==> config.mk <==
export PLATFORM = sky130hd
export DESIGN_NAME = node_tdma_sched
export DESIGN_NICKNAME = d
export VERILOG_FILES = /design/src/rtl/node_pkg.sv /design/src/rtl/slot_counter.sv /design/src/rtl/node_tdma_sched.sv
export SDC_FILE = /design/constraint.sdc
export NUM_CORES = 1
export LEC_CHECK = 0
export CAP_MARGIN = 10
export CORE_UTILIZATION = 35
export CTS_CLUSTER_DIAMETER = 80
export DETAILED_ROUTE_END_ITERATION = 16
export GPL_ROUTABILITY_DRIVEN = 0
export SYNTH_ARGS = -nofsm -noshare
export SYNTH_HDL_FRONTEND = slang
export SYNTH_SLANG_ARGS = --single-unit
==> constraint.sdc <==
create_clock -name clk -period 4.4 [get_ports clk]
set_input_delay 0.88 -clock clk [delete_from_list [all_inputs] [get_ports clk]]
set_output_delay 0.88 -clock clk [all_outputs]
set_load 0.05 [all_outputs]
==> src/rtl/node_pkg.sv <==
`default_nettype none
// ============================================================================
// Module   : node_pkg
// Purpose  : Shared definitions for the sensor-node TDMA logic: scheduler
//            FSM state encoding and radio packet-type codes.
// Ports    : none (package)
// Revision : 1.0 - initial release
// ============================================================================
package node_pkg;

    // Scheduler FSM state encoding (visible on the state output)
    localparam logic [1:0] ST_IDLE      = 2'd0;
    localparam logic [1:0] ST_WAIT_SYNC = 2'd1;
    localparam logic [1:0] ST_RUN       = 2'd2;
    localparam logic [1:0] ST_TX        = 2'd3;

    // Packet-type field codes
    localparam logic [2:0] PKT_HB       = 3'b000;
    localparam logic [2:0] PKT_CH       = 3'b001;
    localparam logic [2:0] PKT_TIMESLOT = 3'b100;
    localparam logic [2:0] PKT_DATA     = 3'b101;

endpackage : node_pkg
`default_nettype wire

==> src/rtl/slot_counter.sv <==
`default_nettype none
// ============================================================================
// Module   : slot_counter
// Purpose  : Cycle-in-slot and slot-in-frame counters for the TDMA
//            scheduler, with wrap logic and a registered frame_end pulse.
// Ports    : clk, nrst       - clock, synchronous active-low reset
//            clr            - zero both counters at the next edge
//            active_nxt     - scheduler will be in RUN/TX after this edge
//            num_slots_eff  - slots per frame (never 0)
//            slot_idx       - current slot
//            cyc_first      - cycle counter is 0
//            cyc_last       - cycle counter is SLOT_LEN-1
//            frame_end      - registered, high in the last cycle of a frame
// Revision : 1.0 - initial release
// ============================================================================
module slot_counter #(
    parameter int SLOT_LEN = 16,
    parameter int W        = 16
) (
    input  logic         clk,
    input  logic         nrst,
    input  logic         clr,
    input  logic         active_nxt,
    input  logic [W-1:0] num_slots_eff,
    output logic [W-1:0] slot_idx,
    output logic         cyc_first,
    output logic         cyc_last,
    output logic         frame_end
);

    localparam int            CW     = $clog2(SLOT_LEN);
    localparam logic [CW-1:0] c_last = CW'(SLOT_LEN - 1);

    logic [CW-1:0] r_cyc;
    logic [W-1:0]  r_slot;
    logic          r_frame_end;
    logic [CW-1:0] w_cyc_nxt;
    logic [W-1:0]  w_slot_nxt;
    logic [W-1:0]  w_slot_max;
    logic          w_frame_end_nxt;

    assign w_slot_max = num_slots_eff - W'(1);

    always_comb begin
        w_cyc_nxt  = r_cyc;
        w_slot_nxt = r_slot;
        if (clr) begin
            w_cyc_nxt  = '0;
            w_slot_nxt = '0;
        end else if (r_cyc == c_last) begin
            w_cyc_nxt  = '0;
            w_slot_nxt = (r_slot == w_slot_max) ? '0 : r_slot + W'(1);
        end else begin
            w_cyc_nxt  = r_cyc + CW'(1);
        end
    end

    // frame_end is computed from the post-edge counter values so the
    // registered pulse lines up with the last cycle rather than trailing it.
    assign w_frame_end_nxt = active_nxt && (w_cyc_nxt == c_last) &&
                             (w_slot_nxt == w_slot_max);

    always_ff @(posedge clk) begin
        if (!nrst) begin
            r_cyc       <= '0;
            r_slot      <= '0;
            r_frame_end <= 1'b0;
        end else begin
            r_cyc       <= w_cyc_nxt;
            r_slot      <= w_slot_nxt;
            r_frame_end <= w_frame_end_nxt;
        end
    end

    assign slot_idx  = r_slot;
    assign cyc_first = (r_cyc == '0);
    assign cyc_last  = (r_cyc == c_last);
    assign frame_end = r_frame_end;

endmodule : slot_counter
`default_nettype wire

==> src/rtl/node_tdma_sched.sv <==
`default_nettype none
// ============================================================================
// Module   : node_tdma_sched
// Purpose  : Per-node TDMA transmit scheduler. Latches the slot assignment
//            from a timeslot packet, aligns to the cluster-head beacon and
//            grants the radio for one slot per frame when data is pending.
// Ports    : clk, nrst          - clock, synchronous active-low reset
//            sched_en           - my_slot/num_slots valid (timeslot packet)
//            my_slot, num_slots - slot assignment and frame length
//            role               - 1 = cluster head (never schedules)
//            low_E              - low energy, suppresses grants
//            sync_i             - frame-start beacon pulse
//            sched_clr          - abandon schedule (new round)
//            data_pending       - packet queued
//            tx_done            - packet generator finished
//            tx_grant           - transmit permission (registered)
//            slot_idx           - current slot
//            frame_end          - pulse in last cycle of frame (registered)
//            overrun            - pulse when slot expired during TX
//            cfg_err            - sticky illegal-configuration flag
//            state              - FSM state
// Revision : 1.0 - initial release
// ============================================================================
module node_tdma_sched
    import node_pkg::*;
#(
    parameter int SLOT_LEN = 16,
    parameter int W        = 16
) (
    input  logic         clk,
    input  logic         nrst,
    input  logic         sched_en,
    input  logic [W-1:0] my_slot,
    input  logic [W-1:0] num_slots,
    input  logic         role,
    input  logic         low_E,
    input  logic         sync_i,
    input  logic         sched_clr,
    input  logic         data_pending,
    input  logic         tx_done,
    output logic         tx_grant,
    output logic [W-1:0] slot_idx,
    output logic         frame_end,
    output logic         overrun,
    output logic         cfg_err,
    output logic [1:0]   state
);

    logic [1:0]   r_state;
    logic [1:0]   w_state_nxt;
    logic [W-1:0] r_my_slot;
    logic [W-1:0] r_num_slots;
    logic         r_tx_grant;
    logic         r_overrun;
    logic         r_cfg_err;

    logic [W-1:0] w_eff_in;
    logic         w_cfg_bad;
    logic         w_accept;
    logic         w_active;
    logic         w_active_nxt;
    logic         w_cnt_clr;
    logic         w_tx_grant_nxt;
    logic         w_overrun_nxt;
    logic         w_cfg_err_nxt;
    logic [W-1:0] w_slot_idx;
    logic         w_cyc_first;
    logic         w_cyc_last;
    logic         w_frame_end;

    // A zero-length frame is meaningless; run it as a single slot.
    assign w_eff_in  = (num_slots == '0) ? W'(1) : num_slots;
    assign w_cfg_bad = (my_slot >= w_eff_in);
    assign w_accept  = !sched_clr && (r_state == ST_IDLE) && sched_en && !role;
    assign w_active  = (r_state == ST_RUN) || (r_state == ST_TX);
    assign w_active_nxt = (w_state_nxt == ST_RUN) || (w_state_nxt == ST_TX);

    // Counters idle at zero outside RUN/TX; a beacon realigns them.
    assign w_cnt_clr = sched_clr || sync_i || !w_active;

    // ---------------------------------------------------------------- state reg
    always_ff @(posedge clk) begin
        if (!nrst) begin
            r_state <= ST_IDLE;
        end else begin
            r_state <= w_state_nxt;
        end
    end

    // --------------------------------------------------------------- next state
    always_comb begin
        w_state_nxt = r_state;
        if (sched_clr) begin
            w_state_nxt = ST_IDLE;
        end else begin
            case (r_state)
                ST_IDLE: begin
                    if (sched_en && !role && !w_cfg_bad)
                        w_state_nxt = ST_WAIT_SYNC;
                end
                ST_WAIT_SYNC: begin
                    if (sync_i)
                        w_state_nxt = ST_RUN;
                end
                ST_RUN: begin
                    // Grant is decided only at the first cycle of our slot;
                    // missing it forfeits the slot for this frame.
                    if (sync_i)
                        w_state_nxt = ST_RUN;
                    else if (w_cyc_first && (w_slot_idx == r_my_slot) &&
                             data_pending && !low_E)
                        w_state_nxt = ST_TX;
                end
                ST_TX: begin
                    if (sync_i || tx_done || w_cyc_last)
                        w_state_nxt = ST_RUN;
                end
                default: w_state_nxt = ST_IDLE;
            endcase
        end
    end

    // ------------------------------------------------------------ output logic
    always_comb begin
        w_tx_grant_nxt = (w_state_nxt == ST_TX);
        // Expiry only counts as overrun when nothing of higher priority
        // (clear, beacon, completion) claims the same cycle.
        w_overrun_nxt  = !sched_clr && (r_state == ST_TX) && !sync_i &&
                         !tx_done && w_cyc_last;
        w_cfg_err_nxt  = sched_clr ? 1'b0 : (r_cfg_err || (w_accept && w_cfg_bad));
    end

    always_ff @(posedge clk) begin
        if (!nrst) begin
            r_tx_grant  <= 1'b0;
            r_overrun   <= 1'b0;
            r_cfg_err   <= 1'b0;
            r_my_slot   <= '0;
            r_num_slots <= '0;
        end else begin
            r_tx_grant <= w_tx_grant_nxt;
            r_overrun  <= w_overrun_nxt;
            r_cfg_err  <= w_cfg_err_nxt;
            if (w_accept) begin
                r_my_slot   <= my_slot;
                r_num_slots <= w_eff_in;
            end
        end
    end

    slot_counter #(
        .SLOT_LEN (SLOT_LEN),
        .W        (W)
    ) u_slot_counter (
        .clk           (clk),
        .nrst          (nrst),
        .clr           (w_cnt_clr),
        .active_nxt    (w_active_nxt),
        .num_slots_eff (r_num_slots),
        .slot_idx      (w_slot_idx),
        .cyc_first     (w_cyc_first),
        .cyc_last      (w_cyc_last),
        .frame_end     (w_frame_end)
    );

    assign tx_grant  = r_tx_grant;
    assign slot_idx  = w_slot_idx;
    assign frame_end = w_frame_end;
    assign overrun   = r_overrun;
    assign cfg_err   = r_cfg_err;
    assign state     = r_state;

endmodule : node_tdma_sched
`default_nettype wire

; After elaboration in Yosys (flattened, before gate mapping)
; Cells that the tools add are included.
[word_totals]
ff_bits = 58
in_bits = 41
out_inout_bits = 22
elab_cells = 70
[op_classes]
n_addsub = 3
n_lt_le_gt_ge = 1
n_eq_ne = 10
n_mux = 13
bitwise_logic = 1
reduce_logical = 33
[op_table]
columns = operator, count
row1 = $mux 16, 4
row2 = $eq 16x16->1, 3
row3 = $add 16x1->16 const B, 1
row4 = $ge 16x16->1, 1
row5 = $logic_not 16->1, 1
row6 = $sub 16x1->16 const B, 1
row7 = $logic_and 1x1->1, 15
row8 = $mux 2, 6
row9 = $eq 2x2->1 const B, 4
row10 = $eq 4x4->1 const B, 2
row11 = $mux 4, 2
row12 = $pmux 2 s4, 1
row13 = $logic_not 1->1, 7
row14 = $logic_or 1x1->1, 7
row15 = $add 4x1->4 const B, 1
row16 = $logic_not 4->1, 1
row17 = $eq 2x1->1 const B, 1
row18 = $logic_not 2->1, 1
row19 = $reduce_or 2->1, 1
row20 = $not 1->1, 1

; Longest topological paths before layout
; Gate-level depths: netlist of the first run.
[depth]
depth_word = 12
ltp_mapped = 13
depth_no_buf = 12

; Cells and area by module
; Synthesis of the first run repeated with hierarchy kept, for this count alone.
[unflattened]
hier_cells = 529
hier_area_um2 = 4244.1
[by_module_without_submodules]
columns = mod, instances, cells_each, area_each_um2, seq_area_each_um2
row1 = slot_counter, 1, 281, 2123.3, 420.4
row2 = node_tdma_sched, 1, 248, 2120.8, 740.7

; Worst setup path after synthesis of the first run
; No wires, ideal clock.
[synth_path]
path_kind = reg2reg
startpoint = reg r_num_slots[0]
endpoint = reg u_slot_counter.r_frame_end, in the netlist u_slot_counter.frame_end
setup_time_ns = 0.103
arrival_ns = 3.079
required_ns = 4.297
setup_slack_ns = 1.217
stages_incl_launch_ff = 14
path_buffers = 2
synth_period_minus_slack_ns = 3.183
cell_sequence = dfxtp_1 -> clkbuf_1 -> inv_1 -> ha_1 -> or3b_1 -> buf_6 -> or4_4 -> and3_4 -> a2111oi_4 -> nand4_2 -> nand2_4 -> a31o_1 -> a21oi_1 -> a2111oi_2
[synth_via]
elab_chain_cells = 7
[synth_rtl]
columns = element, line
row1 = start: declaration, node_tdma_sched.sv:52  ; logic [W-1:0] r_num_slots;
row2 = start signal: assignment, node_tdma_sched.sv:146  ; r_num_slots <= w_eff_in;
row3 = $sub 16x1->16 *, slot_counter.sv:42  ; assign w_slot_max = num_slots_eff - W'(1);
row4 = $eq 16x16->1, slot_counter.sv:52  ; w_slot_nxt = (r_slot == w_slot_max) ? '0 : r_slot + W'(1);
row5 = $mux 16, slot_counter.sv:52
row6 = $mux 16, slot_counter.sv:50  ; end else if (r_cyc == c_last) begin
row7 = $mux 16, slot_counter.sv:47  ; if (clr) begin
row8 = $eq 16x16->1 *, slot_counter.sv:61  ; (w_slot_nxt == w_slot_max);
row9 = $logic_and 1x1->1 *, slot_counter.sv:60  ; assign w_frame_end_nxt = active_nxt && (w_cyc_nxt == c_last) &&
row10 = end signal: assignment, slot_counter.sv:71  ; r_frame_end <= w_frame_end_nxt;
row11 = end: declaration, slot_counter.sv:36  ; logic r_frame_end;
; Mark *: on every way between the ends. The rest lies on a longest branch, timed or not.
; A chain may end at the register's enable or synchronous reset.

; Final worst setup path of the first run
; Same ends and word-level chain as after synthesis.

==> impl_metrics.json, run 1 <==
{
  "final_max_slew_viol_count": 0,
  "numPortBuffers": 62,
  "die_x_um": 110.2,
  "clkTransAtPathRegs_ps": 50,
  "max_slew_margin_pct": 30.07,
  "cp.arrival_ps": 3900,
  "slowest_delay_ps": 570,
  "seq_area_frac_synth_pct": 28.32,
  "grt_usage_pct": 20.36,
  "hold_viol_final": 0,
  "grt_pass1_vias": 3847,
  "synthFlopType": "dfxtp_1",
  "io_pins": 63,
  "period_minus_slack_ps": 3688,
  "grt_first_pass_wirelength_um": 18690,
  "grt_max_degree": 34,
  "yosysWarnings": 0,
  "drive_gt1_share_pct": 5.137,
  "viasPerCell": 5.492,
  "crit_path_start_kind": "register",
  "root_buffer": "clkbuf_16",
  "syn_area_um2": 4100,
  "finClkSkew_ps": 6.828,
  "fillers": 1178,
  "cts_hold_buf": 0,
  "vias": 3993,
  "synth_edf_count": 0,
  "die-height_um": 110.2,
  "cts_htree_levels": 3,
  "ant_nets": 0,
  "cts_setup_buffers": 0,
  "rsz0062_at_grt": "false",
  "cp_max_fo": 9,
  "max_freq_mhz": 271.2,
  "grt_overflow_total": 0,
  "final_nets": 640,
  "drt-total-wl_um": 11710,
  "drt_iter0_drc": 219,
  "regArea_um2": 1161,
  "hold_slack_ps": 462.4,
  "worst_pin_slew_ps": 1046,
  "path_buf_inv": 1,
  "p_per_area_nw_per_um2": 315.4,
  "critical-path-slowest-cell": "or4_4",
  "tns_ps": 0,
  "yosys_register_bits": 58,
  "cts_tree": "built",
  "core_area_um2": 11420,
  "hpwl_um": 9261,
  "antenna_found_initial": 0,
  "layout_commonest_cell": "nand2_1",
  "die_area_um2": 12150,
  "hp-class": "reg -> reg",
  "diodes": 0,
  "ir_drop_uv": 185.0,
  "place_inst": 711,
  "multiInputGateArea_um2": 2695,
  "wire_per_inst_um": 16.11,
  "syn-num-nets": 601,
  "drv_cap": 0,
  "syn_avg_cell_area_um2": 7.593,
  "drc_errors": 0,
  "leakage_nw": 1.936,
  "outcome": "completed",
  "final_cell_mix": "86 x nand2_1, 62 x clkdlybuf4s50_1, 58 x dfxtp_1",
  "syn2layout_area_growth_pct": 24.11,
  "yosysUniqueCellTypes": 60,
  "postSynth.asyncResetShare_pct": 0,
  "endpoint_kind": "register",
  "setup_viol": 0,
  "crit_family": "simple AND/OR/NAND/NOR gates",
  "drtPass1Iterations": 4,
  "clockBufferDepth": 2,
  "clkLatencyLatePin_ps": 330,
  "synthCells": 540,
  "crit_path_cell_trace": "inv_1 -> ha_1 -> or3b_1 -> or4_4 -> and3_4 -> nor3_1 -> nor4bb_1 -> nand4b_1 -> a31oi_1 -> o221ai_1 -> a2111oi_2",
  "rows": 39,
  "initial_core_util_pct": 35.91,
  "cts_resized": 0,
  "final_cells": 727,
  "numCtsBuffers": 9,
  "post-route-period-util_pct": 83.81,
  "crit_required_ps": 4610,
  "critPathKind": "reg -> reg",
  "cts_sinks": 58
}
sequential cells by signal (all words and copies together), names as in the netlist:
register	cells
u_slot_counter.slot_idx	16
r_my_slot	16
overrun	1
cfg_err	1
u_slot_counter.frame_end	1
state	2
tx_grant	1
u_slot_counter.r_cyc	4
r_num_slots	16
cells by family after synthesis:
logic type	after synthesis	share of synthesized area, %
and+or+nand+nor	234	28.26
AOI/OAI and AO/OA	97	16.05
xor gates and xnor gates	67	14.68
buffers and inverters	62	6.103
DFF	58	28.32
adders and majority gates	20	6.103
muxes	2	0.4883
layer usage:
metal	vias to the layer above	global-route usage, %	share of wire [%]
li1	1961	-	-
met1	1857	26.24	45
met2	157	33.79	46
met3	18	5.056	7.3
met4	0	5.451	1.6
met5	-	0	0
report_power, final:
group          internal [W]  switching [W]  leakage, nW
Sequential         0.000537      0.0000168        0.469
Combinational      0.000135       0.000165         1.31
Clock              0.000508       0.000243        0.156
worst paths after layout:
| check | startpoint | endpoint | slack [ps] | cells past startpoint |
|---|---|---|---|---|
| max | r_num_slots[0] | u_slot_counter.frame_end | 710 | 11 |
| min | u_slot_counter.r_cyc[0] | u_slot_counter.r_cyc[0] | 460 | 1 |
| max reg2reg | r_num_slots[0] | u_slot_counter.frame_end | 710 | 11 |
| min reg2reg | u_slot_counter.r_cyc[0] | u_slot_counter.r_cyc[0] | 460 | 1 |
per-stage QoR:
stage / instance area [um2] / power (W) / setup WS [ps] / util, %
final: 5089 / 0.001605 / 712.5 / 44.57
after global routing: 5089 / 0.001668 / 540.9 / 44.57
after CTS: 5089 / 0.001615 / 673.3 / 44.57
after detailed placement: 4768 / 0.0008591 / 338.5 / 41.76
after global placement: 4768 / 0.0008521 / 425.7 / 41.76
after floorplan: 4100 / 0.0007632 / 1217 / -
cell usage after synthesis (7+ instances only):
cell type | count | share of area [%]
ha_1 | 20 | 6.1
nor2_1 | 45 | 4.1
inv_1 | 26 | 2.4
dfxtp_1 | 58 | 28
nor4_1 | 15 | 2.3
xor2_1 | 22 | 4.7
xnor2_1 | 44 | 9.4
a21o_1 | 11 | 2.0
nor3_1 | 21 | 2.6
nand4_1 | 11 | 1.7
nand2_1 | 86 | 7.9
a21oi_1 | 44 | 5.4
o21ai_0 | 7 | 0.85
clkbuf_1 | 30 | 2.7
nand3_1 | 10 | 1.2
layout make-up:
class	count	share of cell area [%]
clock buffers	11	4.770
well taps	143	3.516
repair buffers	64	12.49
flip-flops and latches	58	22.82
inverters	26	1.918
multi-input cells	420	52.96
clock inverters	5	1.524
Power figures use the tool's default switching activity.
==> run 2, diff against run 1 <==
clock period = 3.85 ns   (was 4.4 ns; I/O delays follow)
==> impl_metrics.json, run 2 (synthesis gave the netlist of run 1 again) <==
{
  "drive_gt1_share_pct": 5.963,
  "max_slew_margin_pct": 53.96,
  "rows": 39,
  "regArea_um2": 1161,
  "cp.arrival_ps": 3800,
  "r2r-end": "u_slot_counter.frame_end",
  "viasPerCell": 5.377,
  "endpoint_kind": "register",
  "final_nets": 644,
  "drt_iter0_drc": 210,
  "layout_commonest_cell": "nand2_1",
  "drc_errors": 0,
  "initial_core_util_pct": 35.91,
  "path_buf_inv": 1,
  "critical-path-slowest-cell": "or4_4",
  "die_area_um2": 12150,
  "p_per_area_nw_per_um2": 355.4,
  "worst_pin_slew_ps": 684.3,
  "critPathKind": "reg -> reg",
  "tns_ps": 0,
  "hp-class": "reg -> reg",
  "crit_family": "simple AND/OR/NAND/NOR gates",
  "crit_path_start_kind": "register",
  "drv_cap": 0,
  "power_w": 0.001817,
  "startpoint": "r_num_slots[0]",
  "slowest_delay_ps": 560,
  "rsz0062_at_grt": "false",
  "ir_drop_uv": 172.4,
  "outcome": "completed",
  "cts_tree": "built",
  "r2r_cells": 11,
  "finClkSkew_ps": 6.832,
  "max_freq_mhz": 279.2,
  "cts_hold_buf": 0,
  "final_max_slew_viol_count": 0,
  "reg2reg_setup_slack_ps": 270,
  "drt-total-wl_um": 11820,
  "vias": 3925,
  "numPortBuffers": 62,
  "cts_htree_levels": 3,
  "cts_resized": 0,
  "clockBufferDepth": 2,
  "cts_sinks": 58,
  "ant_nets": 0,
  "multiInputGateArea_um2": 2701,
  "core_area_um2": 11420,
  "grt_usage_pct": 20.56,
  "grt_overflow_total": 0,
  "crit_cells": 11,
  "final_cell_mix": "86 x nand2_1, 62 x clkdlybuf4s50_1, 58 x dfxtp_1",
  "root_buffer": "clkbuf_16",
  "crit_path_cell_trace": "inv_1 -> ha_1 -> or3b_1 -> or4_4 -> and3_4 -> nor3_1 -> nor4bb_2 -> nand4b_1 -> a31oi_1 -> o221ai_1 -> a2111oi_2",
  "clkLatencyLatePin_ps": 320,
  "whs_path_depth": 2,
  "io_pins": 63,
  "setup_viol": 0,
  "grt_pass1_vias": 3762,
  "clkTransAtPathRegs_ps": 50,
  "crit_end": "u_slot_counter.frame_end",
  "diodes": 0,
  "r2r_start": "r_num_slots[0]",
  "place_area_um2": 4798,
  "final_cell_area_um2": 5112,
  "die-height_um": 110.2,
  "syn2layout_area_growth_pct": 24.69,
  "period_minus_slack_ps": 3581,
  "hold_viol_final": 0,
  "grt_first_pass_wirelength_um": 19020,
  "die_x_um": 110.2,
  "leakage_nw": 1.950,
  "crit_required_ps": 4070,
  "drtPass1Iterations": 5,
  "antenna_found_initial": 0,
  "cts_setup_buffers": 0,
  "fillers": 1178,
  "hold_slack_ps": 467.5,
  "numCtsBuffers": 9,
  "cp_max_fo": 9,
  "wire_per_inst_um": 16.19,
  "grt_max_degree": 33,
  "hpwl_um": 9393,
  "post-route-period-util_pct": 93.01
}
[run 2: cell count changes in the layout (fill, tap and decap cells not counted)]
cell,before,now
nor4bb_1,1,0
clkbuf_1,1,0
nor4bb_2,0,1
clkbuf_8,1,0
clkinv_2,2,3
buf_4,2,6
[run 2: through the flow]
stage	instances	worst slack, ps	util (%)
after floorplan	540	667.2	-
after global placement	715	131.1	42.02
after detailed placement	715	13.36	42.02
after CTS	730	297.5	44.72
after global routing	730	57.33	44.77
final	730	268.9	44.77
[run 2: where the power goes]
part | total [W] | internal [W] | switching [W]
logic | 0.000347 | 0.000156 | 0.000191
clock network | 0.000837 | 0.000558 | 0.000279
registers | 0.000632 | 0.000613 | 0.0000192
[run 2: cell type report]
class / count / share of cell area, %
Multi-Input combinational cell: 420 / 52.84
Sequential cell: 58 / 22.71
Timing Repair Buffer: 68 / 13.02
Clock buffer: 9 / 4.405
Tap cell: 143 / 3.500
Inverter: 26 / 1.909
Clock inverter: 6 / 1.615
[run 2: tightest hold or removal path, delay by kind of cell, from the launching register on]
| family | cells | cell delay [ps] |
|---|---|---|
| flops | 1 | 310 |
| compound gates | 1 | 50 |
| simple gates | 1 | 50 |
[run 2: worst min path at each step]
stage | start | endpoint | slack, ps
4_1_cts | r_my_slot[4] | r_my_slot[4] | 470
2_1_floorplan | u_slot_counter.r_cyc[0] | u_slot_counter.r_cyc[0] | 430
3_5_place_dp | r_my_slot[4] | r_my_slot[4] | 460
6_report | r_my_slot[2] | r_my_slot[2] | 470
5_1_grt | r_my_slot[9] | r_my_slot[9] | 480
3_3_place_gp | u_slot_counter.r_cyc[0] | u_slot_counter.r_cyc[0] | 450
[run 2: layer usage]
layer | track usage [%] | wire length [um] | part of all wire [%] | up-vias
met2 | 33.66 | 5426 | 46 | 124
li1 | - | - | - | 1963
met3 | 3.469 | 799 | 6.8 | 19
met4 | 5.733 | 187 | 1.6 | 0
met5 | 0 | 0 | 0 | -
met1 | 27.81 | 5408 | 46 | 1819
